$ cat config.mk
export PLATFORM = sky130hd
export DESIGN_NAME = maze_dfs_solver
export DESIGN_NICKNAME = d
export VERILOG_FILES = /design/src/rtl/maze_pkg.sv /design/src/rtl/dir_stack.sv /design/src/rtl/maze_dfs_solver.sv
export SDC_FILE = /design/constraint.sdc
export NUM_CORES = 2
export LEC_CHECK = 0
export ABC_AREA = 1
export BUFFER_PORTS_ARGS = -buffer_cell sky130_fd_sc_hd__buf_4
export CAP_MARGIN = 20
export CELL_PAD_IN_SITES_DETAIL_PLACEMENT = 0
export CELL_PAD_IN_SITES_GLOBAL_PLACEMENT = 1
export CORE_UTILIZATION = 25
export DETAILED_ROUTE_END_ITERATION = 12
export GPL_TIMING_DRIVEN = 0
export HOLD_SLACK_MARGIN = 0.02
export PLACE_DENSITY = 0.46
export SLEW_MARGIN = 40
export SYNTH_ARGS = -nofsm -noshare
export SYNTH_HDL_FRONTEND = slang
export SYNTH_HIERARCHICAL = 1
export SYNTH_SLANG_ARGS = --single-unit
$ cat constraint.sdc
create_clock -name clk -period 16.67 [get_ports clk]
set_input_delay 3.334 -clock clk [delete_from_list [all_inputs] [get_ports clk]]
set_output_delay 3.334 -clock clk [all_outputs]
set_load 0.01 [all_outputs]
$ cat src/rtl/maze_pkg.sv
// Shared types for the maze DFS solver: move directions, FSM states and the
// direction-reversal helper used when backtracking.
package maze_pkg;

    typedef enum logic [1:0] {
        DIR_DOWN  = 2'd0,
        DIR_RIGHT = 2'd1,
        DIR_LEFT  = 2'd2,
        DIR_UP    = 2'd3
    } dir_t;

    typedef enum logic [2:0] {
        IDLE   = 3'd0,
        PROBE  = 3'd1,
        EVAL   = 3'd2,
        POP    = 3'd3,
        DONE   = 3'd4,
        REPLAY = 3'd5,
        END    = 3'd6,
        FAIL   = 3'd7
    } state_t;

    function automatic dir_t opposite(input dir_t d);
        case (d)
            DIR_DOWN:  return DIR_UP;
            DIR_RIGHT: return DIR_LEFT;
            DIR_LEFT:  return DIR_RIGHT;
            default:   return DIR_DOWN;
        endcase
    endfunction

endpackage

$ cat src/rtl/dir_stack.sv
// Bounded stack of 2-bit moves with an extra random read port used to replay
// the stored path from the bottom up.
module dir_stack
    import maze_pkg::*;
#(
    parameter int unsigned STACK_DEPTH = 256,
    parameter int unsigned SP_W        = 9
) (
    input  logic            clk,
    input  logic            rst,
    input  logic            push,
    input  logic            pop,
    input  dir_t            push_dir,
    output logic [SP_W-1:0] sp,
    output logic            full,
    output logic            empty,
    output dir_t            top,
    input  logic [SP_W-1:0] rd_idx,
    output dir_t            rd_dir
);
    localparam int unsigned IDX_W = (STACK_DEPTH > 1) ? $clog2(STACK_DEPTH) : 1;

    dir_t mem [STACK_DEPTH];

    assign full   = (sp == SP_W'(STACK_DEPTH));
    assign empty  = (sp == '0);
    assign top    = mem[IDX_W'(sp - SP_W'(1))];
    assign rd_dir = mem[IDX_W'(rd_idx)];

    // Storage needs no reset: entries are only read below sp.
    always_ff @(posedge clk) begin
        if (push) begin
            mem[IDX_W'(sp)] <= push_dir;
        end
    end

    always_ff @(posedge clk or posedge rst) begin
        if (rst) begin
            sp <= '0;
        end else if (push) begin
            sp <= sp + SP_W'(1);
        end else if (pop) begin
            sp <= sp - SP_W'(1);
        end
    end

endmodule

$ cat src/rtl/maze_dfs_solver.sv
// Depth-first maze solver over a DIM x DIM wall memory, (0,0) to (DIM-1,DIM-1),
// with path replay. Define PATH_LEN_EN to expose the current path length.
module maze_dfs_solver
    import maze_pkg::*;
#(
    parameter int unsigned COORD_W     = 4,
    parameter int unsigned STACK_DEPTH = 256,
    parameter int unsigned SP_W        = 9
) (
    input  logic                 clk,
    input  logic                 rst,
    input  logic                 Start,
    input  logic                 Run,
    output logic [2*COORD_W-1:0] mem_addr,
    input  logic                 mem_data,
    output logic                 Fail,
    output logic                 Done,
    output logic                 The_End,
    output logic [2*COORD_W-1:0] Move,
    output logic                 move_valid
`ifdef PATH_LEN_EN
    ,
    output logic [SP_W-1:0]      path_len
`endif
);
    localparam int unsigned ADDR_W = 2 * COORD_W;
    localparam int unsigned CELLS  = 2 ** ADDR_W;
    localparam logic [COORD_W-1:0] EDGE_HI = '1;
    localparam logic [ADDR_W-1:0]  TARGET  = '1;

    state_t               state, state_n;
    logic [ADDR_W-1:0]    pos, pos_n, rpos, rpos_n, nb_addr;
    logic [2:0]           try_dir, dir_n;
    logic [SP_W-1:0]      ridx, ridx_n, sp;
    logic [CELLS-1:0]     visited;
    logic [COORD_W-1:0]   row, col;
    logic                 in_rng, nb_ok, clear_vis, mark_vis, push, pop, full, empty;
    dir_t                 cur_dir, top, rd_dir;

    function automatic logic [ADDR_W-1:0] step(input logic [ADDR_W-1:0] p, input dir_t d);
        logic [COORD_W-1:0] r;
        logic [COORD_W-1:0] c;
        r = p[ADDR_W-1:COORD_W];
        c = p[COORD_W-1:0];
        case (d)
            DIR_DOWN:  r = r + COORD_W'(1);
            DIR_RIGHT: c = c + COORD_W'(1);
            DIR_LEFT:  c = c - COORD_W'(1);
            default:   r = r - COORD_W'(1);
        endcase
        return {r, c};
    endfunction

    dir_stack #(
        .STACK_DEPTH(STACK_DEPTH),
        .SP_W       (SP_W)
    ) u_stack (
        .clk     (clk),
        .rst     (rst),
        .push    (push),
        .pop     (pop),
        .push_dir(cur_dir),
        .sp      (sp),
        .full    (full),
        .empty   (empty),
        .top     (top),
        .rd_idx  (ridx),
        .rd_dir  (rd_dir)
    );

    assign cur_dir = dir_t'(try_dir[1:0]);
    assign row     = pos[ADDR_W-1:COORD_W];
    assign col     = pos[COORD_W-1:0];

    // Edge check happens before the step so coordinates never wrap.
    always_comb begin
        in_rng = 1'b0;
        case (cur_dir)
            DIR_DOWN:  in_rng = (row != EDGE_HI);
            DIR_RIGHT: in_rng = (col != EDGE_HI);
            DIR_LEFT:  in_rng = (col != '0);
            default:   in_rng = (row != '0);
        endcase
        nb_addr = step(pos, cur_dir);
        nb_ok   = !try_dir[2] && in_rng && !visited[nb_addr];
    end

    assign mem_addr = (state == PROBE && nb_ok) ? nb_addr : '0;

    always_comb begin
        state_n   = state;
        pos_n     = pos;
        dir_n     = try_dir;
        rpos_n    = rpos;
        ridx_n    = ridx;
        push      = 1'b0;
        pop       = 1'b0;
        clear_vis = 1'b0;
        mark_vis  = 1'b0;
        case (state)
            IDLE: begin
                if (Start) begin
                    state_n   = PROBE;
                    pos_n     = '0;
                    dir_n     = '0;
                    clear_vis = 1'b1;
                end
            end
            PROBE: begin
                if (try_dir[2]) begin
                    state_n = empty ? FAIL : POP;
                end else if (!nb_ok) begin
                    dir_n = try_dir + 3'd1;
                end else begin
                    state_n = EVAL;
                end
            end
            EVAL: begin
                if (mem_data) begin
                    dir_n   = try_dir + 3'd1;
                    state_n = PROBE;
                end else if (full) begin
                    state_n = FAIL;
                end else begin
                    push     = 1'b1;
                    mark_vis = 1'b1;
                    pos_n    = nb_addr;
                    dir_n    = '0;
                    state_n  = (nb_addr == TARGET) ? DONE : PROBE;
                end
            end
            POP: begin
                pop     = 1'b1;
                pos_n   = step(pos, opposite(top));
                dir_n   = {1'b0, top} + 3'd1;
                state_n = PROBE;
            end
            DONE: begin
                if (Run) begin
                    state_n = REPLAY;
                    rpos_n  = '0;
                    ridx_n  = '0;
                end
            end
            REPLAY: begin
                if (ridx == sp) begin
                    state_n = END;
                end else begin
                    rpos_n = step(rpos, rd_dir);
                    ridx_n = ridx + SP_W'(1);
                end
            end
            default: ;
        endcase
    end

    // Outputs are registered from the next state so they line up with it.
    always_ff @(posedge clk or posedge rst) begin
        if (rst) begin
            state      <= IDLE;
            pos        <= '0;
            try_dir    <= '0;
            rpos       <= '0;
            ridx       <= '0;
            visited    <= '0;
            Fail       <= 1'b0;
            Done       <= 1'b0;
            The_End    <= 1'b0;
            Move       <= '0;
            move_valid <= 1'b0;
        end else begin
            state   <= state_n;
            pos     <= pos_n;
            try_dir <= dir_n;
            rpos    <= rpos_n;
            ridx    <= ridx_n;
            if (clear_vis) begin
                visited <= CELLS'(1);
            end else if (mark_vis) begin
                visited[nb_addr] <= 1'b1;
            end
            Fail       <= (state_n == FAIL);
            Done       <= (state_n == DONE) || (state_n == END);
            The_End    <= (state_n == END);
            move_valid <= (state_n == REPLAY);
            if (state_n == REPLAY) begin
                Move <= rpos_n;
            end
        end
    end

`ifdef PATH_LEN_EN
    assign path_len = sp;
`endif

endmodule

==> summary.txt <==
Timing
  • RSZ-0062 raised after global routing: no
  • Clock Skew: 38.6 ps
  • Crit share post-route: 0.503
  • FMAX: 0.119 GHz
  • Final Max Tran Viols: 0
  • Minimum clock period: 8390 ps
  • Final setup viols: 0
  • Setup TNS: 0 ps
  • Max-slew headroom: 0.379
  • Hold Vio Cnt, Final: 0
  • Least-Margin Pin Slew: 932 ps

Pwr
  • PD cells: 95.5 nW/um2
  • Switching part of the total: 0.258
  • VDD IR max: 0.0817 mV
  • Sw Pwr: 1.26 mW
  • Pint: 3.63 mW
  • Post-layout power: 4.89 mW
  • Comb power frac: 0.068
  • Sequential Power Share: 0.438
  • Clock power share: 0.494
  • Leak: 21.4 nW

Routing
  • # DRC: 0
  • Final ANT Viol Nets: 0
  • Routed len/inst: 31.9 um
  • DR iter-0 viols: 5765
  • Via-to-Cell Ratio: 5.25
  • Final WL: 257000 um
  • TritonRoute pass-1 iters: 8
  • Via count: 42400

Clock tree
  • CTS Root Cell: clkbuf_16
  • Sink Count: 820
  • Resized Gates After CTS: 0
  • CTS Buf Count: 105
  • Clk_lat worst skew: 760 ps
  • H-Tree Depth: 3
  • # Post-CTS Setup Buffers: 0
  • Clock-pin slew on the worst setup and hold paths: 60 ps
  • CTS tree: yes
  • Clock buffer depth: 3
  • CTS Hold Buffers Added: 0

Die
  • DIE HEIGHT: 419 um
  • Rows: 152
  • Core area: 172000 um2
  • Die area: 175000 um2
  • I/O Pins: 25
  • Die Wd: 419 um
  • Initial Util: 0.252

Global route
  • All-layer global routing usage: 0.290
  • Pin count of the biggest net entering global routing: 69
  • First-pass GRT wire length: 347000 um
  • Vias in the first global route: 40500
  • Grt ovf: 0
  • Initial antenna violation count: 18

Worst setup path
  • CP arrival: 5060 ps
  • Peak per-stage delay on the critical path: 720 ps
  • Reg-to-Reg Start: u_stack/sp[0]
  • Crit Path Max Fanout: 29
  • R2r setup slk: 9910 ps
  • Crit path kind: flop to output pin
  • Worst endpoint required time: 13340 ps
  • RR Endpoint: pos[2]
  • Slowest library cell on the worst path: dfrtp_4
  • CP Launch Type: flop
  • FF-to-FF path depth: 21
  • Setup crit end kind: output pin
  • Critical path cell sequence: inv_1, ha_1, buf_4, inv_4, nand2_1, nand2_2, clkinv_1, buf_2, nand2_1, nand2_1, nand2_1, nand2_1, nand2_1, nand2_1, nor2_1, nor2_1, nor2_4, nand4_4, nor2_1, buf_4
  • Worst path most repeated cell: nand2_1

Finish
  • Sequential Area: 23100 um2
  • Layout area overhead: 17.9%
  • NumNets Final: 5707
  • Non-Filler Instances: 8080
  • Commonest non-fill, non-tap cells in the layout: nand2_1, nand3_1, nor2_1
  • Layout cells sized above 1: 0.104
  • Footprint of the multi-input gates: 17700 um2
  • Final instance area: 51200 um2
  • Fillers: 18700
  • Most common cell after layout, fill and taps aside: nand2_1

Min path
  • Hold Path End: rpos[7]
  • Tightest Hold Check Type: flop to flop
  • Hold wc startpoint: rpos[7]
  • Hold Path Depth: 1

Place
  • GPL Wtd Cong: 0.966
  • Placed insts: 7879
  • Port Buffers: 24
  • Placed wire-length estimate: 183000 um
  • Placed Area: 47600 um2

Synthesis
  • Yosys warning count: 6
  • Syn Area/Cell: 7.89 um2
  • Cells after Synth: 5507
  • Post-synthesis register bit count: 820
  • Synthesized area: 43400 um2
  • Post-Syn Nets: 5537
  • Sequential area share after synthesis: 0.531
  • Netlist cell types: 49

Run
  • Maxcap violations: 0

Run status
  • Run status: completed
-- cell usage after synthesis (all sizes together) --
cell	number	area (um2)
inv	266	1000
mux2	1	11.3
nand3	870	4360
nand2	1681	6340
or2	3	18.8
a31oi	5	31.3
and3	2	12.5
a32oi	1	8.76
dfrtp	308	7710
fa	2	40.0
a21oi	305	1530
xor2	21	203
clkbuf	140	526
mux2i	2	20.0
o21a	2	15.0
o211ai	19	143
a211oi	1	7.51
o31ai	1	7.51
buf	228	1170
xnor2	5	43.8
o22ai	10	62.6
edfxtp	512	15400
a211o	1	8.76
clkinv	5	18.8
nor3b	1	7.51
nor4	3	18.8
ha	23	288
o221ai	1	8.76
o21ai	202	1020
nor3	17	95.1
nor2	862	3270
a21o	1	7.51
nand4	6	52.6
-- metal layers --
metal,global-route usage,up-vias,share of wire
li1,-,18500,-
met1,0.416,21500,0.45
met2,0.425,2048,0.42
met3,0.0582,408,0.088
met4,0.108,0,0.039
met5,0,-,0
-- layout make-up --
class,count,area share
Antenna cell,2,0.0000977
Buffer,368,0.0355
Clock buffer,151,0.0592
Clock inverter,47,0.0107
Inverter,271,0.0201
Multi-Input combinational cell,4048,0.346
Sequential cell,820,0.451
Tap cell,2310,0.0564
Timing Repair Buffer,63,0.0214
-- stage by stage --
step / hold slack (ps) / worst slack, ps / utilization
global placement: 462 / -611 / 0.270
CTS: 473 / 8180 / 0.297
floorplan: 442 / 5080 / -
detailed placement: 464 / 9050 / 0.277
global route: 504 / 7940 / 0.298
finish: 469 / 8280 / 0.298
-- worst max path at each step --
| stage | to | start | slack, ps |
|---|---|---|---|
| finish | mem_addr[3] | try_dir[1] | 8280 |
| global route | mem_addr[3] | try_dir[1] | 7940 |
| CTS | mem_addr[3] | try_dir[1] | 8180 |
| detailed placement | mem_addr[3] | try_dir[1] | 9050 |
| global placement | visited[89] | rst | -610 |
| floorplan | Done | rst | 5080 |
-- state kept, by name (all words and copies together), names as in the netlist --
| register | flops |
|---|---|
| u_stack/mem | 512 |
| visited | 256 |
| ridx | 9 |
| u_stack/sp | 9 |
| Move | 8 |
| pos | 8 |
| rpos | 8 |
| state | 3 |
| try_dir | 3 |
| Done | 1 |
| Fail | 1 |
| The_End | 1 |
| move_valid | 1 |
-- power by group through the flow --
stage	Clock, mW	Sequential (mW)	Combinational [mW]
floorplan	0	2.18	0.147
global placement	0	2.19	0.312
detailed placement	0	2.19	0.319
CTS	2.46	2.14	0.320
global route	2.53	2.14	0.339
finish	2.42	2.14	0.331
-- cells by family (layout without fill, tap and decap cells) --
| logic type | count (synthesis) | count (layout) | share of synthesized area |
|---|---|---|---|
| and+or+nand+nor | 3445 | 3445 | 0.326 |
| other | 0 | 2 | 0 |
| adders and majority gates | 25 | 25 | 0.00755 |
| muxes | 3 | 3 | 0.000720 |
| DFF | 820 | 820 | 0.531 |
| buffers and inverters | 639 | 900 | 0.0626 |
| xor gates and xnor gates | 26 | 26 | 0.00567 |
| AOI/OAI and AO/OA | 549 | 549 | 0.0656 |
-- worst max-delay path, delay by kind of cell (launching register included) --
kind	cells	cell delay (ps)
flops	1	720
buf+inv	6	1450
fa+ha+maj	1	300
simple gates	13	1800
Note: power is estimated with default switching activity, not from simulation.
